==> config.mk <==
export PLATFORM = sky130hd
export DESIGN_NAME = rs232_rx_framed
export DESIGN_NICKNAME = d
export VERILOG_FILES = /design/src/rtl/rs232_rx_framed.sv
export SDC_FILE = /design/constraint.sdc
export NUM_CORES = 1
export LEC_CHECK = 0
export ABC_AREA = 1
export CAP_MARGIN = 20
export CORE_MARGIN = 5
export CORE_UTILIZATION = 46
export CTS_BUF_LIST = sky130_fd_sc_hd__clkbuf_2 sky130_fd_sc_hd__clkbuf_4 sky130_fd_sc_hd__clkbuf_8
export CTS_CLUSTER_SIZE = 8
export DETAILED_ROUTE_END_ITERATION = 7
export DONT_BUFFER_PORTS = 1
export PLACE_DENSITY = 0.67
export SLEW_MARGIN = 10
export SYNTH_ARGS = -nofsm -noshare
export SYNTH_HDL_FRONTEND = slang
export SYNTH_SLANG_ARGS = --single-unit
==> constraint.sdc <==
create_clock -name clock -period 1.89 [get_ports clock]
set_input_delay 0.189 -clock clock [delete_from_list [all_inputs] [get_ports clock]]
set_output_delay 0.189 -clock clock [all_outputs]
set_load 0.02 [all_outputs]
==> src/rtl/rs232_rx_framed.sv <==
// RS-232 receiver with framing/parity checks, a one-beat AXI-stream output
// register, sticky overflow and an RTS flow-control output.
module rs232_rx_framed #(
    parameter real CLOCK_FREQ = 133000000.0,
    parameter real BAUD_RATE  = 115200.0,
    parameter int  DATA_BITS  = 8,
    parameter int  PARITY     = 0,
    parameter int  STOP_BITS  = 1
) (
    input  logic                 clock,
    input  logic                 resetn,
    input  logic                 rxd_pin,
    output logic                 rtsn_pin,
    output logic [DATA_BITS-1:0] odata,
    output logic                 operror,
    output logic                 oframe,
    output logic                 ovalid,
    input  logic                 oready,
    output logic                 overflow
);

    localparam int BAUD_COUNT = int'(CLOCK_FREQ / BAUD_RATE);
    localparam int CW         = $clog2(BAUD_COUNT);

    localparam logic [CW-1:0] BAUD_RELOAD = CW'(BAUD_COUNT - 1);
    localparam logic [CW-1:0] HALF_RELOAD = CW'(BAUD_COUNT / 2 - 1);
    localparam logic [3:0]    LAST_DATA   = 4'(DATA_BITS - 1);
    localparam logic          LAST_STOP   = 1'(STOP_BITS - 1);

    if (DATA_BITS < 5 || DATA_BITS > 9) begin : g_bad_data_bits
        $error("rs232_rx_framed: DATA_BITS must be 5..9");
    end
    if (PARITY < 0 || PARITY > 2) begin : g_bad_parity
        $error("rs232_rx_framed: PARITY must be 0, 1 or 2");
    end
    if (STOP_BITS < 1 || STOP_BITS > 2) begin : g_bad_stop_bits
        $error("rs232_rx_framed: STOP_BITS must be 1 or 2");
    end
    if (BAUD_COUNT < 8) begin : g_bad_baud
        $error("rs232_rx_framed: CLOCK_FREQ/BAUD_RATE must round to at least 8");
    end

    typedef enum logic [2:0] {
        S_IDLE,
        S_START,
        S_DATA,
        S_PARITY,
        S_STOP
    } state_t;

    state_t                 state_q, state_d;
    logic [1:0]             sync_q;
    logic [2:0]             hist_q;
    logic                   maj;
    logic                   maj_q;
    logic [CW-1:0]          baud_q, baud_d;
    logic [3:0]             bit_q, bit_d;
    logic                   stop_q, stop_d;
    logic [DATA_BITS-1:0]   sh_q, sh_d;
    logic                   perr_q, perr_d;
    logic                   ferr_q, ferr_d;
    logic                   sample;
    logic                   frame_done;
    logic                   load_beat;

    assign maj = (hist_q[0] & hist_q[1]) | (hist_q[0] & hist_q[2]) | (hist_q[1] & hist_q[2]);

    // Input synchroniser, 3-sample history and previous majority for edge detect
    always_ff @(posedge clock or negedge resetn) begin
        if (!resetn) begin
            sync_q <= '1;
            hist_q <= '1;
            maj_q  <= 1'b1;
        end else begin
            sync_q <= {sync_q[0], rxd_pin};
            hist_q <= {hist_q[1:0], sync_q[1]};
            maj_q  <= maj;
        end
    end

    // Frame FSM and datapath registers
    always_ff @(posedge clock or negedge resetn) begin
        if (!resetn) begin
            state_q <= S_IDLE;
            baud_q  <= '0;
            bit_q   <= '0;
            stop_q  <= 1'b0;
            sh_q    <= '0;
            perr_q  <= 1'b0;
            ferr_q  <= 1'b0;
        end else begin
            state_q <= state_d;
            baud_q  <= baud_d;
            bit_q   <= bit_d;
            stop_q  <= stop_d;
            sh_q    <= sh_d;
            perr_q  <= perr_d;
            ferr_q  <= ferr_d;
        end
    end

    // Next-state logic: sample point at baud counter zero, frame completes at last stop sample
    always_comb begin
        state_d    = state_q;
        baud_d     = baud_q;
        bit_d      = bit_q;
        stop_d     = stop_q;
        sh_d       = sh_q;
        perr_d     = perr_q;
        ferr_d     = ferr_q;
        frame_done = 1'b0;
        sample     = (baud_q == '0);

        if (state_q != S_IDLE) begin
            baud_d = sample ? BAUD_RELOAD : baud_q - CW'(1);
        end

        case (state_q)
            S_IDLE: begin
                if (!maj && maj_q) begin
                    state_d = S_START;
                    baud_d  = HALF_RELOAD;
                    bit_d   = '0;
                    stop_d  = 1'b0;
                    perr_d  = 1'b0;
                    ferr_d  = 1'b0;
                end
            end
            S_START: begin
                if (sample) begin
                    state_d = maj ? S_IDLE : S_DATA;
                end
            end
            S_DATA: begin
                if (sample) begin
                    sh_d  = {maj, sh_q[DATA_BITS-1:1]};
                    bit_d = bit_q + 4'd1;
                    if (bit_q == LAST_DATA) begin
                        state_d = (PARITY == 0) ? S_STOP : S_PARITY;
                    end
                end
            end
            S_PARITY: begin
                if (sample) begin
                    perr_d  = (PARITY == 1) ? ~(^sh_q ^ maj) : (^sh_q ^ maj);
                    state_d = S_STOP;
                end
            end
            S_STOP: begin
                if (sample) begin
                    ferr_d = ferr_q | ~maj;
                    stop_d = stop_q + 1'b1;
                    if (stop_q == LAST_STOP) begin
                        frame_done = 1'b1;
                        state_d    = S_IDLE;
                    end
                end
            end
            default: state_d = S_IDLE;
        endcase
    end

    // A completed frame is taken when the register is empty or draining this cycle
    assign load_beat = frame_done && (!ovalid || oready);

    // Output beat flags and sticky overflow
    always_ff @(posedge clock or negedge resetn) begin
        if (!resetn) begin
            ovalid   <= 1'b0;
            operror  <= 1'b0;
            oframe   <= 1'b0;
            overflow <= 1'b0;
        end else begin
            if (ovalid && oready) begin
                ovalid <= 1'b0;
            end
            if (load_beat) begin
                ovalid  <= 1'b1;
                operror <= perr_q;
                oframe  <= ferr_d;
            end else if (frame_done) begin
                overflow <= 1'b1;
            end
        end
    end

    // Output data word, deliberately without reset
    always_ff @(posedge clock) begin
        if (load_beat) begin
            odata <= sh_q;
        end
    end

    // Flow control follows ovalid but only between frames
    always_ff @(posedge clock or negedge resetn) begin
        if (!resetn) begin
            rtsn_pin <= 1'b1;
        end else if (state_q == S_IDLE) begin
            rtsn_pin <= ovalid;
        end
    end

endmodule

==> run summary <==
Layout net count -> 273
Via count -> 1,623
Async SR Flop Fraction -> 0.833
Largest family of logic cells by synthesized area -> simple AND/OR/NAND/NOR gates
Placed cell area -> 2410 µm²
Max H-tree Level -> 2
Mapped Cells -> 257
Area occupied by multi-input gates -> 930 µm²
CTS buffer count -> 5
Power, Total -> 2.95 mW
Routed wire length -> 4.10 mm
Synthesized net count -> 263
Post-Synth XOR/XNOR Area -> 0.0188
Sw power -> 1.14 mW
Via-per-instance ratio -> 4.84
Worst VDD drop -> 0.563 mV
Num rows -> 25
Syn_area_per_cell -> 9.06 µm²
Clock Skew -> 14.7 ps
Power Internal -> 1.81 mW
Synth cell count leaders -> 76 x nand2_1, 33 x dfrtp_1, 30 x inv_1
Logic pwr share -> 0.330
Ant diodes -> 0
DRT Pass-1 Iters -> 4
CTS Sinks -> 48
Crit Path Max Fanout -> 10
Simple-gate share of the synthesized area -> 0.284
Synth area leader -> dfrtp_1
Remaining antenna violation count -> 0
Pwr per Cell Area -> 1160 nW/µm²
CP Class -> register to register
Starting DRT DRC Count -> 92
Place WS -> 211 ps
Hold WS -> 102 ps
CTS Root Cell -> clkbuf_8
Clk_lat worst skew -> 310 ps
Die width -> 81.1 µm
CTS clock-pin slew for the worst setup and hold paths -> 100 ps
Drt drc -> 0
Status -> completed
Cell Area, Synth -> 2330 µm²
Netlist cell types -> 30
Fillers -> 465
Share of cells above drive strength 1 -> 0.198
Register area share after synthesis -> 0.537
Most common cell in the netlist -> nand2_1
Post-synthesis mux area share -> 0
CP Capture Type -> register
Seq pwr share -> 0.457
Sw Share -> 0.387
Top-area cell type share of the netlist area -> 0.355
Port Buf Inserts -> 0
Top_reg_cell synth -> dfrtp_1
FF+latch count, synth -> 48
Routability congestion estimate -> 0.795
CTS tree -> yes
Final worst-path cycle share -> 0.878
Least-Margin Pin Slew -> 321 ps
Synth warnings -> 0
Detail Placement HPWL -> 2.94 mm
Inst Count DP -> 324
Final slew viol count -> 0
Final instance area -> 2540 µm²
Post-synthesis compound-gate area fraction -> 0.0860
Max Cap Viol -> 0
GRT Total Usage -> 0.141
Routed WL per cell -> 12.3 µm
Relative slew slack -> 0.786
Initial Utilization -> 0.483
Final WS setup -> 230 ps
Largest net degree at the start of global routing -> 41
Number of antenna violations at the first check in global routing -> 0
Number of global-route vias before repair -> 1,495
Max frequency -> 602 MHz
I/O pins -> 17
Hold Path Class -> input port to register
Max Root-Sink Buffers -> 2
Leakage -> 1.21 nW
Post-synth EDFFs -> 8
Final setup TNS -> 0 ps
Die area -> 6580 µm²
CORE AREA -> 4820 µm²
First-pass GRT wire length -> 6.99 mm
RSZ-0062 raised after global routing -> false
Final min period -> 1660 ps
Post-route insts no fill -> 335
P&R area growth vs syn -> 9.14%
WP data arrival -> 1670 ps
Setup crit start kind -> register
Final core occ -> 0.527
GRT Residual Overflow -> 0
Largest cells by area after synthesis -> dfrtp_1 35%, nand2_1 12%, edfxtp_1 10%, dfstp_2 7.9%, inv_1 4.8%
DIE HEIGHT -> 81.1 µm
Post-synthesis adder-cell area fraction -> 0.0108
Sequential standard cell area -> 1250 µm²
Clock power share -> 0.213
Setup Viol. Count Final -> 0
Hold Violations, Final -> 0
WP data required -> 1900 ps
routing by layer:
layer | up-vias | GRT usage | wire length (µm)
li1 | 836 | - | -
met1 | 766 | 0.206 | 2110
met2 | 16 | 0.188 | 1760
met3 | 5 | 0.0543 | 168
met4 | 0 | 0.0507 | 61
met5 | - | 0 | 0
critical path: stages (launching register included):
cell     delay, ps
dfrtp_1        380
inv_1           70
ha_1           160
nand3_1        130
nor2_2         150
nand2_4         90
inv_6           90
nand4_2        100
inv_2          200
placed cells by master, fill, tap and decap left out, types with 2 or more instances in the layout:
cell,count
clkbuf_8,5
nand3_1,16
dfrtp_1,33
inv_1,30
o21ai_2,11
edfxtp_1,8
nor2_4,6
dlygate4sd3_1,2
nor2_2,3
nor2_1,17
nor3_1,3
clkinvlp_4,2
inv_2,4
nand2_1,76
a21oi_1,3
nand2_4,3
nand4_1,2
ha_1,2
o21ai_0,11
nand2_2,4
dfstp_2,7
xor2_1,4
o21ai_1,4
power by group through the flow:
stage	Combinational (mW)	Sequential [mW]	Clock (mW)
finish	0.972	1.35	0.627
detailed placement	0.957	1.37	0
floorplan	0.791	1.33	0
CTS	0.985	1.35	0.640
global placement	0.943	1.36	0
global route	1.12	1.37	0.697
worst paths after layout:
kind / start / cells after the start / slack, ps / endpoint
worst min register to register: sync_q[0]$_DFF_PN1_ / 0 / 360 / sync_q[1]$_DFF_PN1_
max in group asynchronous: resetn / 2 / 1290 / hist_q[2]$_DFF_PN1_
worst min-delay path: oready / 3 / 100 / ovalid$_DFFE_PN0P_
worst max register to register: baud_q[1]$_DFF_PN0_ / 8 / 230 / odata[3]$_DFFE_PP_
worst max-delay path: baud_q[1]$_DFF_PN0_ / 8 / 230 / odata[3]$_DFFE_PP_
min in group asynchronous: resetn / 2 / 330 / oframe$_DFFE_PN0P_
state kept, by name, summed over array words and instances, names as in the netlist:
name,flops
bit_q,4
baud_q,11
sh_q,8
rtsn_pin,1
operror,1
perr_q,1
overflow,1
odata,8
oframe,1
ovalid,1
stop_q,1
ferr_q,1
maj_q,1
hist_q,3
state_q,3
sync_q,2
cell families (layout without fill, tap and decap cells):
kind of cell | Yosys count | after routing
adder cells (fa/ha/maj) | 2 | 2
AO/OA/AOI/OAI | 31 | 31
buffers and inverters | 36 | 47
flip-flops | 48 | 48
XOR/XNOR | 5 | 5
AND/OR/NAND/NOR | 135 | 135
area by class of cell:
cell class              count  area share
flip-flops and latches     48       0.492
clock inverters             3     0.00936
repair buffers              4      0.0187
inverters                  35      0.0537
multi-input cells         173       0.366
clock buffers               5      0.0271
well taps                  67      0.0330
timing repair:
| item | 4_1_cts | 5_1_grt |
|---|---|---|
| buffers inserted | 0 | 0 |
| setup endpoints to repair | 0 | 0 |
| hold buffers | 3 | 0 |
| endpoints found under the hold margin | 41 | 0 |
| gates resized for setup | 0 | 0 |
Power figures use the tool's default switching activity.
